`src/rtl/bch_pkg.sv`:
```
// ---------------------------------------------------------------------------
// bch_pkg
// Shared constants and types for the GF(2^13) BCH decoder datapath.
//   M        : field degree (13)
//   GF_POLY  : low terms of the field polynomial x^13 + x^4 + x^3 + x + 1
//   ONE      : multiplicative identity in polynomial-basis form
//   horner_state_t : state encoding of the serial syndrome evaluator
// ---------------------------------------------------------------------------
package bch_pkg;

    localparam int          M       = 13;
    localparam logic [12:0] GF_POLY = 13'h001B;
    localparam logic [12:0] ONE     = 13'h0001;

    typedef enum logic [1:0] {
        IDLE   = 2'd0,
        WAIT_A = 2'd1,
        ACCUM  = 2'd2,
        DONE   = 2'd3
    } horner_state_t;

    // Multiply a field element by x and reduce. The bit shifted out of the
    // top stands for x^13, which folds back in as GF_POLY.
    function automatic logic [12:0] gf_xtime(input logic [12:0] v);
        return {v[11:0], 1'b0} ^ (v[12] ? GF_POLY : 13'h0000);
    endfunction

endpackage

```
`src/rtl/pb_mult_new.sv`:
```
// ---------------------------------------------------------------------------
// pb_mult_new
// Combinational polynomial-basis multiplier over GF(2^13), reduced modulo
// x^13 + x^4 + x^3 + x + 1.
//   a : M-bit multiplicand (PB form)
//   b : M-bit multiplier   (PB form)
//   p : M-bit product a*b  (PB form)
// ---------------------------------------------------------------------------
module pb_mult_new #(
    parameter int M = bch_pkg::M
) (
    input  logic [M-1:0] a,
    input  logic [M-1:0] b,
    output logic [M-1:0] p
);
    import bch_pkg::*;

    // MSB-first shift-and-add: each step multiplies the partial product by x
    // (with reduction) and then conditionally adds a.
    always_comb begin
        logic [M-1:0] t;
        t = '0;
        for (int i = M - 1; i >= 0; i--) begin
            t = gf_xtime(t);
            if (b[i]) begin
                t = t ^ a;
            end
        end
        p = t;
    end

endmodule

```
`src/rtl/syndrome_horner.sv`:
```
// ---------------------------------------------------------------------------
// syndrome_horner
// Serial syndrome evaluator: computes r(alpha^j) = sum r_i * alpha^(j*i) by
// Horner's rule, one received bit per cycle, highest-order coefficient first.
//
// Ports:
//   clk          : clock, all state updates on the rising edge
//   rst          : synchronous active-high reset
//   start        : single-cycle request to begin an evaluation (IDLE only)
//   alpha_in     : evaluation point, PB form (from exponent.b)
//   alpha_valid  : alpha_in valid (from exponent.done), used in WAIT_A only
//   r_bit        : received codeword bit
//   r_valid      : r_bit valid this cycle
//   r_ready      : block accepts r_bit this cycle (high only in ACCUM)
//   syn          : syndrome result, PB form, held until the next DONE
//   done         : one-cycle pulse, syn carries the new value in that cycle
//
// Handshake: a bit transfers on a rising edge where r_valid and r_ready are
// both high; r_ready never depends on r_valid, and with r_valid low all
// accumulator and counter state holds unchanged.
//
// The internal signal `state` (horner_state_t) is the FSM state and is the
// intended hook for checkers.
// ---------------------------------------------------------------------------
module syndrome_horner #(
    parameter int M  = bch_pkg::M,
    parameter int N  = 8191,
    parameter int CW = $clog2(N)
) (
    input  logic         clk,
    input  logic         rst,
    input  logic         start,
    input  logic [M-1:0] alpha_in,
    input  logic         alpha_valid,
    input  logic         r_bit,
    input  logic         r_valid,
    output logic         r_ready,
    output logic [M-1:0] syn,
    output logic         done
);
    import bch_pkg::*;

    localparam logic [CW-1:0] LAST_IDX = CW'(N - 1);

    horner_state_t state;
    horner_state_t state_nx;

    logic [M-1:0]  acc;
    logic [M-1:0]  alpha_r;
    logic [CW-1:0] cnt;
    logic [M-1:0]  prod;
    logic [M-1:0]  acc_nx;
    logic          xfer;
    logic          last_xfer;

    // Single multiplier in the feedback loop; this is the critical path and
    // cannot be pipelined without breaking the one-bit-per-cycle recurrence.
    pb_mult_new #(
        .M (M)
    ) u_mult (
        .a (acc),
        .b (alpha_r),
        .p (prod)
    );

    assign acc_nx    = prod ^ {{(M-1){1'b0}}, r_bit};
    assign r_ready   = (state == ACCUM);
    assign done      = (state == DONE);
    assign xfer      = r_valid & r_ready;
    assign last_xfer = xfer && (cnt == LAST_IDX);

    // State register.
    always_ff @(posedge clk) begin
        if (rst) begin
            state <= IDLE;
        end else begin
            state <= state_nx;
        end
    end

    // Next-state logic. alpha_valid is only looked at in WAIT_A, so an
    // alpha_valid coincident with start is deliberately dropped; start is
    // only looked at in IDLE, so a start held through DONE is not re-armed
    // until the FSM is back in IDLE.
    always_comb begin
        state_nx = state;
        case (state)
            IDLE: begin
                if (start) begin
                    state_nx = WAIT_A;
                end
            end
            WAIT_A: begin
                if (alpha_valid) begin
                    state_nx = ACCUM;
                end
            end
            ACCUM: begin
                if (last_xfer) begin
                    state_nx = DONE;
                end
            end
            DONE: begin
                state_nx = IDLE;
            end
            default: begin
                state_nx = IDLE;
            end
        endcase
    end

    // Datapath: accumulator, latched evaluation point, bit counter, result.
    always_ff @(posedge clk) begin
        if (rst) begin
            acc     <= '0;
            alpha_r <= '0;
            cnt     <= '0;
            syn     <= '0;
        end else begin
            case (state)
                IDLE: begin
                    if (start) begin
                        acc <= '0;
                        cnt <= '0;
                    end
                end
                WAIT_A: begin
                    if (alpha_valid) begin
                        alpha_r <= alpha_in;
                    end
                end
                ACCUM: begin
                    if (xfer) begin
                        acc <= acc_nx;
                        cnt <= cnt + CW'(1);
                        // syn takes the value including the final bit r_0,
                        // so it is already valid in the DONE cycle.
                        if (last_xfer) begin
                            syn <= acc_nx;
                        end
                    end
                end
                default: begin
                end
            endcase
        end
    end

endmodule
```
`config.mk`:
```
export PLATFORM = sky130hd
export DESIGN_NAME = syndrome_horner
export DESIGN_NICKNAME = d
export VERILOG_FILES = /design/src/rtl/bch_pkg.sv /design/src/rtl/pb_mult_new.sv /design/src/rtl/syndrome_horner.sv
export SDC_FILE = /design/constraint.sdc
export NUM_CORES = 1
export LEC_CHECK = 0
export CAP_MARGIN = 25
export CORE_AREA = 2 2 136 138
export DETAILED_ROUTE_END_ITERATION = 6
export DIE_AREA = 0 0 138 140
export DONT_BUFFER_PORTS = 1
export PLACE_DENSITY = 0.39
export SYNTH_ARGS = -nofsm -noshare
export SYNTH_HDL_FRONTEND = slang
export SYNTH_SLANG_ARGS = --single-unit
export TNS_END_PERCENT = 1
```
`constraint.sdc`:
```
create_clock -name clk -period 3.7 [get_ports clk]
set_input_delay 0.37 -clock clk [delete_from_list [all_inputs] [get_ports clk]]
set_output_delay 0.37 -clock clk [all_outputs]
set_load 0.05 [all_outputs]
```
==> metrics, run 1 <==
run status finished clean; Crit Path Class reg2reg; I/O pin cnt 34; largest net degree at the start of global routing 34; first drt pass iteration count 4; Num Clock Sinks 54; row count 49; crit path capture type flop; synth warn 0; Unique masters post-synth 44; Crit Path Max Fanout 19; Power, Total 0.00161 W; Clock Pin Slew Worst Setup and Hold Paths 0.08 ns; vias per cell 4.57; synth top area cells dfxtp_1, xnor2_1, nand2_1; GR peak layer met2; worst slew pin tran 0.895 ns; Slew Viols, Final 0; grt ovf 0; Mapped Area 0.00475 mm²; GPL Wtd Cong 0.823; Worst R2R Setup Slack 0.79 ns; CTS tree built; Tcrit/Tclk final 78.7%; DR iter-0 viols 249; DR WL/cell 17.3 µm; post-cts sizing count 0; Worst Path Required 3.94 ns; Slew Limit Headroom 40.1%; fraction of layout cells with a size suffix above 1 6.78%; Final Setup Violations 0; final wirelength 14400 µm; Via Count 3812; setup TNS 0 ns; sequential element share of the synthesized area 22.8%; maximum clock path buffer count 2; Most used DFF post-synth dfxtp_1; syn avg cell area 7.60 µm²; worst min path class in2reg; Worst VDD drop 0.000202 V; flops & latches, synth 54; worst-path cell chain nand2_1 -> xor2_1 -> xnor2_1 -> xnor3_2 -> xor3_2 -> xnor2_1 -> nand2_1 -> a21oi_2; Worst setup SP type flop; Layout Nets 630; vias in the first global route 3822; Synth Instances 625; CP max-delay cell dfxtp_1; met3 Use GR 2.84%; clock latency at the later pin of the worst-skew pair 0.30 ns; fmax 343 MHz; Ant. Diodes 0; Tmin final 2.91 ns; Setup Fix Bufs, Post-CTS 0; grt met1 use 21.0%; Synth top area share 22.8%; Util after Layout 28.6%; Synth area leader dfxtp_1; ys async rst share 0%; # DRC 0; Final ANT Viol Nets 0; Initial Util 26.7%; port buffer count 0; clk root buf clkbuf_16; Final Hold Vio Count 0; Final HPWL DP 10400 µm; DIE AREA 0.0193 mm²; Num CTS Buffers 5; dpl cells 826; area grow syn2layout 7.12%; core area 0.0178 mm²; H-tree levels 2; chip height 140 µm; Die W 138 µm; Post-synth EDFFs 0; Mapped Nets 651; Hold-fix buffers, CTS 0; max_cap viols 0; Static Leak 1.65 nW; Final Non-Filler Cells 834; crit path DAT 3.15 ns; first-pass GRT wire length 22700 µm; GR Util All Layers 15.0%; initial antenna violation count 0; Final Skew 0.00908 ns; met2 usage 24.4%; Max stage delay on crit path 0.85 ns; Pwr Density 316 mW/mm²; RSZ-0062 raised after global routing no
[worst paths after layout]
check | startpoint | endpoint | cells past startpoint
hold / removal | rst | syn[1] | 1
hold reg to reg | cnt[12] | cnt[12] | 2
setup / recovery | acc[10] | syn[1] | 8
setup reg to reg | acc[10] | syn[1] | 8
[critical path, delay by kind of cell, from the launching register on]
kind / cells / cell delay [ns]
xor+xnor: 5 / 1.61
simple gates: 2 / 0.24
compound gates: 1 / 0.14
flops: 1 / 0.85
[power by group]
part / leakage (nW) / internal [W] / switching (W)
clock: 0.0844 / 0.000324 / 0.000251
combinational: 1.13 / 0.0000951 / 0.000224
sequential: 0.436 / 0.000612 / 0.000100
[registers in the layout, indices dropped and copies added (netlist names)]
| name | flops |
|---|---|
| acc | 13 |
| syn | 13 |
| cnt | 13 |
| alpha_r | 13 |
| state | 2 |
[cells in the final DEF, fill, tap and decap left out, types with 7 or more instances in the layout]
master / netlist / layout
inv_1: 9 / 9
nand2_1: 215 / 215
xnor2_1: 112 / 112
xnor2_2: 7 / 7
nor2_1: 34 / 34
ha_1: 7 / 7
dfxtp_1: 54 / 54
xor2_1: 41 / 41
buf_4: 7 / 14
a22o_1: 10 / 10
xnor3_1: 9 / 9
o21ai_0: 11 / 11
a21oi_1: 24 / 24
[cells by family after synthesis]
group	synth area share, %
AO/OA/AOI/OAI	8.30
XOR/XNOR	37.4
adder cells (fa/ha/maj)	1.84
buffers and inverters	5.61
flip-flops	22.8
multiplexers	0.685
AND/OR/NAND/NOR	23.4
[through the flow]
| stage | area (µm²) | hold WS [ns] | setup slack (ns) |
|---|---|---|---|
| 2_1_floorplan | 4750 | 0.455 | 1.43 |
| 3_5_place_dp | 4910 | 0.439 | 0.827 |
| 5_1_grt | 5080 | 0.115 | 0.598 |
| 4_1_cts | 5080 | 0.120 | 0.792 |
| 3_3_place_gp | 4910 | 0.439 | 0.804 |
| 6_report | 5080 | 0.128 | 0.788 |
[area by class of cell]
type / count / area, µm²
Tap cell: 229 / 287
Fill cell: 1975 / 12700
Multi-Input combinational cell: 520 / 3410
Clock buffer: 5 / 125
Clock inverter: 3 / 47.5
Inverter: 9 / 33.8
Timing Repair Buffer: 14 / 105
Sequential cell: 54 / 1080
[per-layer routing]
| layer | wire, µm | up-vias |
|---|---|---|
| met4 | 155 | 0 |
| met5 | 0 | - |
| met2 | 6510 | 88 |
| met1 | 7040 | 1787 |
| li1 | - | 1925 |
| met3 | 714 | 12 |
[cells in the mapped netlist (2+ instances only)]
cell type,number
xnor3_1,9
nor2_1,34
clkbuf_1,16
a22o_1,10
a22oi_1,3
nand4_1,4
xor2_1,41
nand2_1,215
xnor3_2,4
mux2_2,2
buf_2,15
a211oi_1,2
ha_1,7
nor3_1,4
dfxtp_1,54
or3_1,2
buf_6,4
inv_1,9
nor2b_1,3
xnor2_1,112
o211a_1,2
and3_1,3
buf_4,7
a21oi_1,24
nand2b_1,4
o21ai_0,11
xnor2_2,7
Power figures use the tool's default switching activity.
==> run 2: changes to the inputs <==
--- a/config.mk
+++ b/config.mk
@@ -10,7 +10,7 @@
 export DETAILED_ROUTE_END_ITERATION = 6
 export DIE_AREA = 0 0 138 140
 export DONT_BUFFER_PORTS = 1
-export PLACE_DENSITY = 0.39
+export PLACE_DENSITY = 0.4
 export SYNTH_ARGS = -nofsm -noshare
 export SYNTH_HDL_FRONTEND = slang
 export SYNTH_SLANG_ARGS = --single-unit
==> constraint.sdc (replaced) <==
create_clock -name clk -period 2.5 [get_ports clk]
set_input_delay 0.25 -clock clk [delete_from_list [all_inputs] [get_ports clk]]
set_output_delay 0.25 -clock clk [all_outputs]
set_load 0.05 [all_outputs]
==> run 2 against run 1 <==
  * Clock skew up 0.0072 ns
  * Wire length up 5.3%
  * Hold slack worse by 0.12 ns
  * Power is 57% higher
  * Sequential share of layout area fell by 1.9 points
  * Fmax is 20% higher
  * Global-route usage is 0.44 points higher
  * Via count increased by 8.4%
  * Critical path depth stayed put
  * Cell count is 8.8% higher
  * Core utilization increased by 4.0 points
  * Design area up 14%
  * Largest cell class unchanged
==> metrics, run 2 (synthesized netlist as in run 1, its figures left out) <==
run status finished clean; GPL Wtd Cong 0.858 (+4.3%); Crit Path Class reg2reg; CTS tree built; maximum clock path buffer count 2 (unchanged); Hold WS 0.00767 ns (-0.121 ns); crit path DAT 2.63 ns (-0.52 ns); Final Skew 0.0163 ns (+0.00724 ns); GR Util All Layers 15.4% (+0.44 points); port buffer count 0 (unchanged); DIE AREA 0.0193 mm² (unchanged); most common cell after layout, fill and taps aside nand2_1; Clock Pin Slew Worst Setup and Hold Paths 0.09 ns (about the same); I/O pin cnt 34 (unchanged); Die W 138 µm (unchanged); crit path capture type flop; grt ovf 0 (unchanged); Final Non-Filler Cells 907 (+8.8%); RSZ-0062 raised after global routing yes; R2R Path Start acc[12]; worst slew pin tran 0.805 ns (-0.0891 ns); largest net degree at the start of global routing 34 (unchanged); Final Hold Vio Count 0 (unchanged); initial antenna violation count 0 (unchanged); clk root buf clkbuf_16; Initial Util 26.7% (unchanged); Layout Nets 703 (+12%); first drt pass iteration count 4 (unchanged); Via Count 4132 (+8.4%); Final ANT Viol Nets 0 (unchanged); Worst R2R Setup Slack 0.07 ns (-0.72 ns); vias in the first global route 4163 (+8.9%); r2r endpoint acc[5]; H-tree levels 2 (unchanged); Tmin final 2.43 ns (-0.481 ns); # DRC 0 (unchanged); vias per cell 4.56 (-0.33%); fmax 411 MHz (+20%); area grow syn2layout 22.1%; Static Leak 2.12 nW (+28%); Worst setup SP type flop; Fillers 1928 (-2.4%); DR iter-0 viols 199 (-20%); Worst Path Required 2.70 ns (-1.24 ns); dpl cells 895 (+8.4%); row count 49 (unchanged); Ant. Diodes 0 (unchanged); Worst VDD drop 0.000274 V (+36%); reg2reg path depth 8 (unchanged); Final HPWL DP 11400 µm (+9.9%); Tcrit/Tclk final 97.3% (+19 points); clock latency at the later pin of the worst-skew pair 0.31 ns (about the same); final wirelength 15200 µm (+5.3%); worst min path class in2reg; Pwr Density 434 mW/mm² (+37%); core area 0.0178 mm² (unchanged); fraction of layout cells with a size suffix above 1 21.4% (+15 points); Crit Path Max Fanout 5 (-14); commonest cells after routing, fill and taps aside nand2_1, xnor2_1, buf_4; first-pass GRT wire length 23600 µm (+4.0%); Slew Viols, Final 0 (unchanged); Num Clock Sinks 54 (unchanged); WHS Endpoint acc[11]; Slew Limit Headroom 46.1% (+6.0 points); Final Setup Violations 0 (unchanged); WHS Path Cells 1 (unchanged); max_cap viols 0 (unchanged); Num CTS Buffers 5 (unchanged); chip height 140 µm (unchanged); DR WL/cell 16.7 µm (-3.2%); Hold Startpoint rst
==> run 2: cell count changes in the layout (fill, tap and decap cells not counted), moves of 5 or more <==
cell / delta
xnor2_1: -6
dfxtp_2: +14
dfxtp_1: -21
buf_4: +64
xnor2_2: +6
dfxtp_4: +7
buf_6: +5
==> run 2: how the worst max path moves through the flow <==
stage | startpoint | to | slack, ns | cells past startpoint
global route | acc[12] | acc[5] | -0.04 | 8
floorplan | alpha_r[12] | acc[1] | 0.23 | 7
detailed placement | alpha_r[7] | acc[9] | -0.15 | 8
global placement | alpha_r[10] | acc[10] | -0.18 | 11
finish | acc[12] | acc[5] | 0.07 | 8
CTS | acc[6] | acc[9] | 0.002 | 9
==> run 2: report_power, final <==
group	internal, W	switching, W	total, W
clock	0.000482	0.000375	0.000857
combinational	0.000247	0.000436	0.000683
sequential	0.000907	0.0000711	0.000979
total	0.00164	0.000883	0.00252
==> run 2: metal layers <==
layer  wire length (µm)  vias up  GRT usage, %
li1                   -     2072             -
met1               7490     1962          21.2
met2               6820       82          24.8
met3                586       16          3.08
met4                291        0          3.92
met5                  0        -             0
==> run 2: per-stage QoR <==
stage / setup TNS, ns / power [W] / setup WS, ns / util [%] / instance area [µm²]
CTS: 0 / 0.00252 / 0.00207 / 31.8 / 5660
global placement: -1.08 / 0.00166 / -0.175 / 30.7 / 5460
global route: -0.0946 / 0.00265 / -0.0405 / 32.6 / 5800
floorplan: 0 / 0.00139 / 0.234 / - / 4750
finish: 0 / 0.00252 / 0.0682 / 32.6 / 5800
detailed placement: -0.794 / 0.00167 / -0.147 / 30.7 / 5460
==> run 2: layout make-up <==
class	instances	area (µm²)	area share, %
Clock inverter	3	48.8	0.842
Timing Repair Buffer	87	702	12.1
Inverter	9	33.8	0.583
Tap cell	229	287	4.94
Sequential cell	54	1120	19.4
Multi-Input combinational cell	520	3480	60.0
Clock buffer	5	125	2.16
==> run 2: worst max-delay path, cell delays in order (launching register included) <==
cell and delay [ns]:
dfxtp_4 0.37, buf_4 0.16, mux2_2 0.27, a221oi_2 0.25
xnor2_1 0.16, xnor3_2 0.33, xnor2_2 0.22, xnor3_1 0.36
a22o_1 0.21
==> run 2: timing repair <==
action | 4_1_cts | 5_1_grt
setup buffers | 0 | 2
hold buffers | 1 | 1
resized for setup | 10 | 36
hold endpoints to repair | 1 | 9
setup endpoints to repair | 17 | 17
pin swaps | 1 | 11
